<file path="config.mk">
export PLATFORM = sky130hd
export DESIGN_NAME = cfg_apb_master
export DESIGN_NICKNAME = d
export VERILOG_FILES = /design/src/rtl/cfg_apb_master.sv
export SDC_FILE = /design/constraint.sdc
export NUM_CORES = 1
export LEC_CHECK = 0
export ABC_AREA = 1
export BUFFER_PORTS_ARGS = -buffer_cell sky130_fd_sc_hd__buf_2
export CORE_MARGIN = 2
export CORE_UTILIZATION = 47
export DETAILED_ROUTE_END_ITERATION = 12
export GPL_TIMING_DRIVEN = 0
export PLACE_DENSITY_LB_ADDON = 0.3
export SYNTH_ARGS = -nofsm -noshare
export SYNTH_HDL_FRONTEND = slang
export SYNTH_SLANG_ARGS = --single-unit
export TNS_END_PERCENT = 50
</file>
<file path="constraint.sdc">
create_clock -name clk -period 1.7 [get_ports clk]
set_input_delay 0.085 -clock clk [delete_from_list [all_inputs] [get_ports clk]]
set_output_delay 0.085 -clock clk [all_outputs]
set_load 0.01 [all_outputs]
</file>
<file path="src/rtl/cfg_apb_master.sv">
// ---------------------------------------------------------------------------
// cfg_apb_master
//
// APB3 requester that sits in front of the configuration register slave.
// Each accepted request becomes exactly one APB SETUP -> ACCESS transfer.
// The result (read data + error flag) is then offered on a response channel.
// Word-misaligned requests are rejected locally without touching the bus.
// A bounded ACCESS-phase timeout keeps a hung slave from stalling the
// config path.
//
// Handshake rule (both channels): a beat transfers on a rising clk edge
// where valid and ready are both high. The producer holds valid and its
// payload stable until that edge. The producer never withdraws valid
// without a transfer.
//
// Ports
//   clk, rst_n      clock, asynchronous active-low reset
//   req_valid_i     request valid
//   req_ready_o     request accepted when high together with req_valid_i
//   req_write_i     1 = write, 0 = read
//   req_addr_i      byte address (must be word aligned)
//   req_wdata_i     write data
//   rsp_valid_o     response valid
//   rsp_ready_i     response consumed
//   rsp_rdata_o     read data (0 for writes and errors)
//   rsp_err_o       pslverr, timeout or misaligned address
//   psel_o, penable_o, paddr_o, pwrite_o, pwdata_o   APB requester outputs
//   pready_i, prdata_i, pslverr_i                    APB completer inputs
//
// Parameters
//   ADDR_W   APB byte address width
//   DATA_W   data width
//   TIMEOUT  maximum ACCESS-phase cycles before abort; 0 disables it
// ---------------------------------------------------------------------------
module cfg_apb_master #(
  parameter int ADDR_W  = 12,
  parameter int DATA_W  = 32,
  parameter int TIMEOUT = 16
) (
  input  logic              clk,
  input  logic              rst_n,
  // request channel
  input  logic              req_valid_i,
  output logic              req_ready_o,
  input  logic              req_write_i,
  input  logic [ADDR_W-1:0] req_addr_i,
  input  logic [DATA_W-1:0] req_wdata_i,
  // response channel
  output logic              rsp_valid_o,
  input  logic              rsp_ready_i,
  output logic [DATA_W-1:0] rsp_rdata_o,
  output logic              rsp_err_o,
  // APB
  output logic              psel_o,
  output logic              penable_o,
  output logic [ADDR_W-1:0] paddr_o,
  output logic              pwrite_o,
  output logic [DATA_W-1:0] pwdata_o,
  input  logic              pready_i,
  input  logic [DATA_W-1:0] prdata_i,
  input  logic              pslverr_i
);

  // The wait counter only has to reach TIMEOUT-1, so it needs
  // clog2(TIMEOUT) bits. It is kept at least 1 bit wide so the
  // declaration stays legal when the timeout is disabled or trivial.
  localparam int CNT_W = (TIMEOUT > 2) ? $clog2(TIMEOUT) : 1;
  localparam logic [CNT_W-1:0] CNT_LAST = CNT_W'((TIMEOUT > 0) ? (TIMEOUT - 1) : 0);

  typedef enum logic [1:0] {
    ST_IDLE   = 2'd0,
    ST_SETUP  = 2'd1,
    ST_ACCESS = 2'd2,
    ST_RESP   = 2'd3
  } state_e;

  state_e              state_q,  state_d;
  logic [ADDR_W-1:0]   paddr_q,  paddr_d;
  logic                pwrite_q, pwrite_d;
  logic [DATA_W-1:0]   pwdata_q, pwdata_d;
  logic [DATA_W-1:0]   rdata_q,  rdata_d;
  logic                err_q,    err_d;
  logic [CNT_W-1:0]    wait_q,   wait_d;

  // Abort condition: the slave has held pready low for the whole timeout window.
  logic timeout_hit;
  assign timeout_hit = (TIMEOUT != 0) && (wait_q == CNT_LAST) && !pready_i;

  // -------------------------------------------------------------------------
  // State and payload registers
  // -------------------------------------------------------------------------
  always_ff @(posedge clk or negedge rst_n) begin
    if (!rst_n) begin
      state_q  <= ST_IDLE;
      paddr_q  <= '0;
      pwrite_q <= 1'b0;
      pwdata_q <= '0;
      rdata_q  <= '0;
      err_q    <= 1'b0;
      wait_q   <= '0;
    end else begin
      state_q  <= state_d;
      paddr_q  <= paddr_d;
      pwrite_q <= pwrite_d;
      pwdata_q <= pwdata_d;
      rdata_q  <= rdata_d;
      err_q    <= err_d;
      wait_q   <= wait_d;
    end
  end

  // -------------------------------------------------------------------------
  // Next-state logic
  // -------------------------------------------------------------------------
  always_comb begin
    state_d  = state_q;
    paddr_d  = paddr_q;
    pwrite_d = pwrite_q;
    pwdata_d = pwdata_q;
    rdata_d  = rdata_q;
    err_d    = err_q;
    wait_d   = wait_q;

    unique case (state_q)
      ST_IDLE: begin
        // req_ready_o is high throughout IDLE, so valid alone completes
        // the handshake here.
        wait_d = '0;
        if (req_valid_i) begin
          paddr_d  = req_addr_i;
          pwrite_d = req_write_i;
          pwdata_d = req_wdata_i;
          rdata_d  = '0;
          if (req_addr_i[1:0] == 2'b00) begin
            err_d   = 1'b0;
            state_d = ST_SETUP;
          end else begin
            // Misaligned: answer immediately with an error, no bus cycle.
            err_d   = 1'b1;
            state_d = ST_RESP;
          end
        end
      end

      ST_SETUP: begin
        wait_d  = '0;
        state_d = ST_ACCESS;
      end

      ST_ACCESS: begin
        if (pready_i) begin
          // Completion wins over timeout, even in the last allowed cycle.
          rdata_d = pwrite_q ? '0 : prdata_i;
          err_d   = pslverr_i;
          wait_d  = '0;
          state_d = ST_RESP;
        end else if (timeout_hit) begin
          rdata_d = '0;
          err_d   = 1'b1;
          wait_d  = '0;
          state_d = ST_RESP;
        end else if (TIMEOUT != 0) begin
          wait_d = wait_q + CNT_W'(1);
        end
      end

      ST_RESP: begin
        wait_d = '0;
        if (rsp_ready_i) begin
          state_d = ST_IDLE;
        end
      end

      default: begin
        state_d = ST_IDLE;
      end
    endcase
  end

  // -------------------------------------------------------------------------
  // Outputs: decoded from state or taken straight from registers.
  // req_ready_o is additionally qualified by rst_n. IDLE is also the reset
  // state, and the requester must not look ready while reset is asserted.
  // -------------------------------------------------------------------------
  assign req_ready_o = (state_q == ST_IDLE) && rst_n;
  assign psel_o      = (state_q == ST_SETUP) || (state_q == ST_ACCESS);
  assign penable_o   = (state_q == ST_ACCESS);
  assign rsp_valid_o = (state_q == ST_RESP);
  assign paddr_o     = paddr_q;
  assign pwrite_o    = pwrite_q;
  assign pwdata_o    = pwdata_q;
  assign rsp_rdata_o = rdata_q;
  assign rsp_err_o   = err_q;

endmodule

</file>
==> run_results.csv <==
group,metric,value,unit
logic_synthesis,postSynthAreaPerCell,10.07,µm²
layout,design.final.nets,671,
pwr,power_leakage,3.032,nW
setup_path,rrSetupSlack,0.12,ns
placed_design,place_worst_setup_slack,-0.1564,ns
routing,remaining_drc_errors,0,
timing,post-route-period-util,0.9314,
setup_path,timing.critical_path.arrival,1.83,ns
setup_path,cp-endpoint,"rsp_rdata_o[16]",
clock_network,cts_bufs_inserted,9,
grt,largest_net_degree_at_the_start_of_global_routing,47,
timing,report.final.hold_viol_count,0,
timing,fin_hold_ws,0.03502,ns
setup_path,critical-path-top-delay-family,"flip-flops",
clock_network,clk_root_buffer_cell,"sky130_fd_sc_hd__clkbuf_8",
setup_path,critical_path.reg2reg.startpoint,"state_q[0]",
logic_synthesis,synthesis.nets,449,
grt,residual_overflow_from_global_routing,0,
timing,period_minus_slack,1.583,ns
layout,areaGrowthSynthToFinish,47.24,%
floorplan,die_w,91.81,µm
setup_path,r2r_cells,8,
setup_path,r2r_end,"rsp_rdata_o[16]",
floorplan,total_die_area,8428,µm²
clock_network,post_cts.repair.setup_buffers,0,
grt,antenna_found_initial,0,
routing,drtIter0Drc,97,
timing,worstMarginPinSlew,0.6002,ns
timing,setup_tns,0,ns
status,outcome,"complete, no violations",
setup_path,critical_path.slowest_cell,"sky130_fd_sc_hd__dfrtp_1",
logic_synthesis,yosys.cell_types.count,18,
grt,grt_first_pass_wirelength,15080,µm
logic_synthesis,synthesis.area,3623,µm²
placed_design,dp.final_hpwl,6045,µm
floorplan,start_util,0.4763,
pwr,post-layout-total-power,8.254,mW
placed_design,gp_routability_congestion,0.7812,
setup_path,critical_setup_path_class,"register to register",
grt,gr-usage-all-layers,0.2257,
routing,routed-via-count,3235,
pwr,ir_worst_vdd,1.041,mV
setup_path,crit_path_launch,"state_q[0]",
grt,vias_in_the_first_global_route,3267,
clock_network,clock-sinks,84,
clock_network,tritoncts,"yes",
floorplan,fp-row-count,32,
timing,fin_ws,0.1167,ns
hold_path,timing.hold.worst.class,"input port to register",
routing,iteration_count_of_the_initial_detailed_routing_pass,4,
logic_synthesis,synth.yosys.seq_area_share,0.5801,
floorplan,die-height,91.81,µm
setup_path,critical_path.max_fanout,10,
timing,timing.slew.headroom,0.5999,
layout,final_design_utilization,0.7013,
placed_design,dpl_cell_area,4594,µm²
setup_path,critical_path.most_common_cell,"sky130_fd_sc_hd__nand2_1",
layout,final_cells,689,
flow_run,cap_violations,0,
timing,fin_worst_skew,0.01843,ns
layout,n_antenna_cell,0,
setup_path,worstSetupEndpointType,"register",
clock_network,h_tree_depth_reported_by_cts,3,
setup_path,cp_num_cells,8,
setup_path,worst_setup_start_kind,"register",
timing,timing.fmax,631.6,MHz
layout,finish.instance_area,5335,µm²
layout,fillers,610,
setup_path,timing.critical_path.cells,"inv_2, ha_4, nor2_1, a21oi_4, nand2_4, clkbuf_4, nand2_1, nand2_1",
routing,detail-route-antenna-nets,0,
setup_path,critPathRequiredTime,1.94,ns
logic_synthesis,synthCells,360,
routing,post_detailed_route_wirelength_per_cell,13.58,µm
placed_design,io_buffer_count,164,
clock_network,cts_buffer_depth,2,
placed_design,dp_cells,627,
logic_synthesis,synth_warnings,0,
layout,share_of_final_layout_standard_cells_stronger_than_drive_strength_1,0.4259,
routing,vias_per_cell,4.695,
timing,timing.final.setup_violations,0,
clock_network,cts.clk_slew.worst_paths,0.10,ns
floorplan,core_area,7607,µm²
timing,final-max-slew-violation-count,0,
setup_path,crit_buf_inv,2,
pwr,powerDensity,1547,nW/µm²
routing,drt_wl_total,9360,µm
floorplan,design.portCount,165,
clock_network,clk_latency,0.36,ns
setup_path,slowest_delay,0.41,ns
logic_synthesis,synth-seq-cells,84,
[cells in the mapped netlist]
cell                       count  area [µm²]
sky130_fd_sc_hd__a21oi_1       2       10.01
sky130_fd_sc_hd__a21oi_2       1       8.760
sky130_fd_sc_hd__and3_1        1       6.260
sky130_fd_sc_hd__buf_1         1       3.750
sky130_fd_sc_hd__buf_2         9       45.04
sky130_fd_sc_hd__buf_4         4       30.03
sky130_fd_sc_hd__clkbuf_1      2       7.510
sky130_fd_sc_hd__dfrtp_1      84        2102
sky130_fd_sc_hd__ha_1          6       75.07
sky130_fd_sc_hd__inv_1        43       161.4
sky130_fd_sc_hd__mux2_2       44       495.5
sky130_fd_sc_hd__nand2_1      81       304.0
sky130_fd_sc_hd__nand2_2       2       12.51
sky130_fd_sc_hd__nand3_1      40       200.2
sky130_fd_sc_hd__nor2_1       36       135.1
sky130_fd_sc_hd__o211ai_1      1       7.510
sky130_fd_sc_hd__o21ai_0       2       10.01
sky130_fd_sc_hd__xor2_1        1       8.760
[sequential cells by signal (all words and copies together) (netlist names)]
signal	cells
pwdata_o	32
wait_q	4
pwrite_o	1
state_q	2
rsp_err_o	1
rsp_rdata_o	32
paddr_o	12
[final cells by class]
cell class / instances / area, µm² / share of cell area
inverter: 43 / 161.4 / 0.03025
sequential: 84 / 2103 / 0.3942
tap: 102 / 127.6 / 0.02392
clock buffer: 9 / 123.9 / 0.02322
multi-input combinational: 217 / 1316 / 0.2467
timing repair buffer: 211 / 1304 / 0.2444
clock inverter: 7 / 103.9 / 0.01947
buffer: 16 / 95.09 / 0.01782
[layout by cell type, fill, tap and decap left out, drive strengths merged]
master	instances
xor2	1
nand2	83
and3	1
clkbuf	12
nor2	36
bufinv	2
a21oi	3
o211ai	1
dfrtp	84
mux2	44
ha	6
o21ai	2
nand3	40
clkinvlp	2
dlygate4sd3	46
inv	46
buf	178
[metal layers]
layer | share of wire | GRT usage
met3 | 0.058 | 0.04437
met4 | 0.030 | 0.1082
met2 | 0.51 | 0.3873
met1 | 0.40 | 0.2731
met5 | 0 | 0
[how the worst min path moves through the flow]
stage | from | to | cells after the start
floorplan | rst_n | paddr_o[0] | 0
global placement | req_wdata_i[3] | pwdata_o[3] | 2
detailed placement | rst_n | rsp_rdata_o[17] | 1
CTS | prdata_i[3] | rsp_rdata_o[3] | 5
global route | prdata_i[3] | rsp_rdata_o[3] | 5
finish | prdata_i[9] | rsp_rdata_o[9] | 5
[cells by family after synthesis]
group	share of synthesized area
xor+xnor	0.002418
fa+ha+maj	0.02072
simple gates	0.1816
flops	0.5801
buf+inv	0.06837
compound gates	0.01002
mux	0.1367
[power breakdown]
group	total, mW	switching (mW)	internal, mW
Combinational	3.54	1.93	1.61
Clock	1.62	0.772	0.848
Sequential	3.10	0.382	2.72
Total	8.25	3.08	5.17
[worst min-delay path: stages]
cell and delay [ns]:
sky130_fd_sc_hd__buf_2 0.09, sky130_fd_sc_hd__inv_1 0.04, sky130_fd_sc_hd__nor2_1 0.04, sky130_fd_sc_hd__nand3_1 0.06
sky130_fd_sc_hd__nand2_1 0.05
[repair_timing]
action                                  4_1_cts  5_1_grt
hold endpoints to repair                     89        0
gates resized for setup                       4       15
hold buffers                                 46        0
endpoints found under the setup margin       30       68
Power figures use the tool's default switching activity.
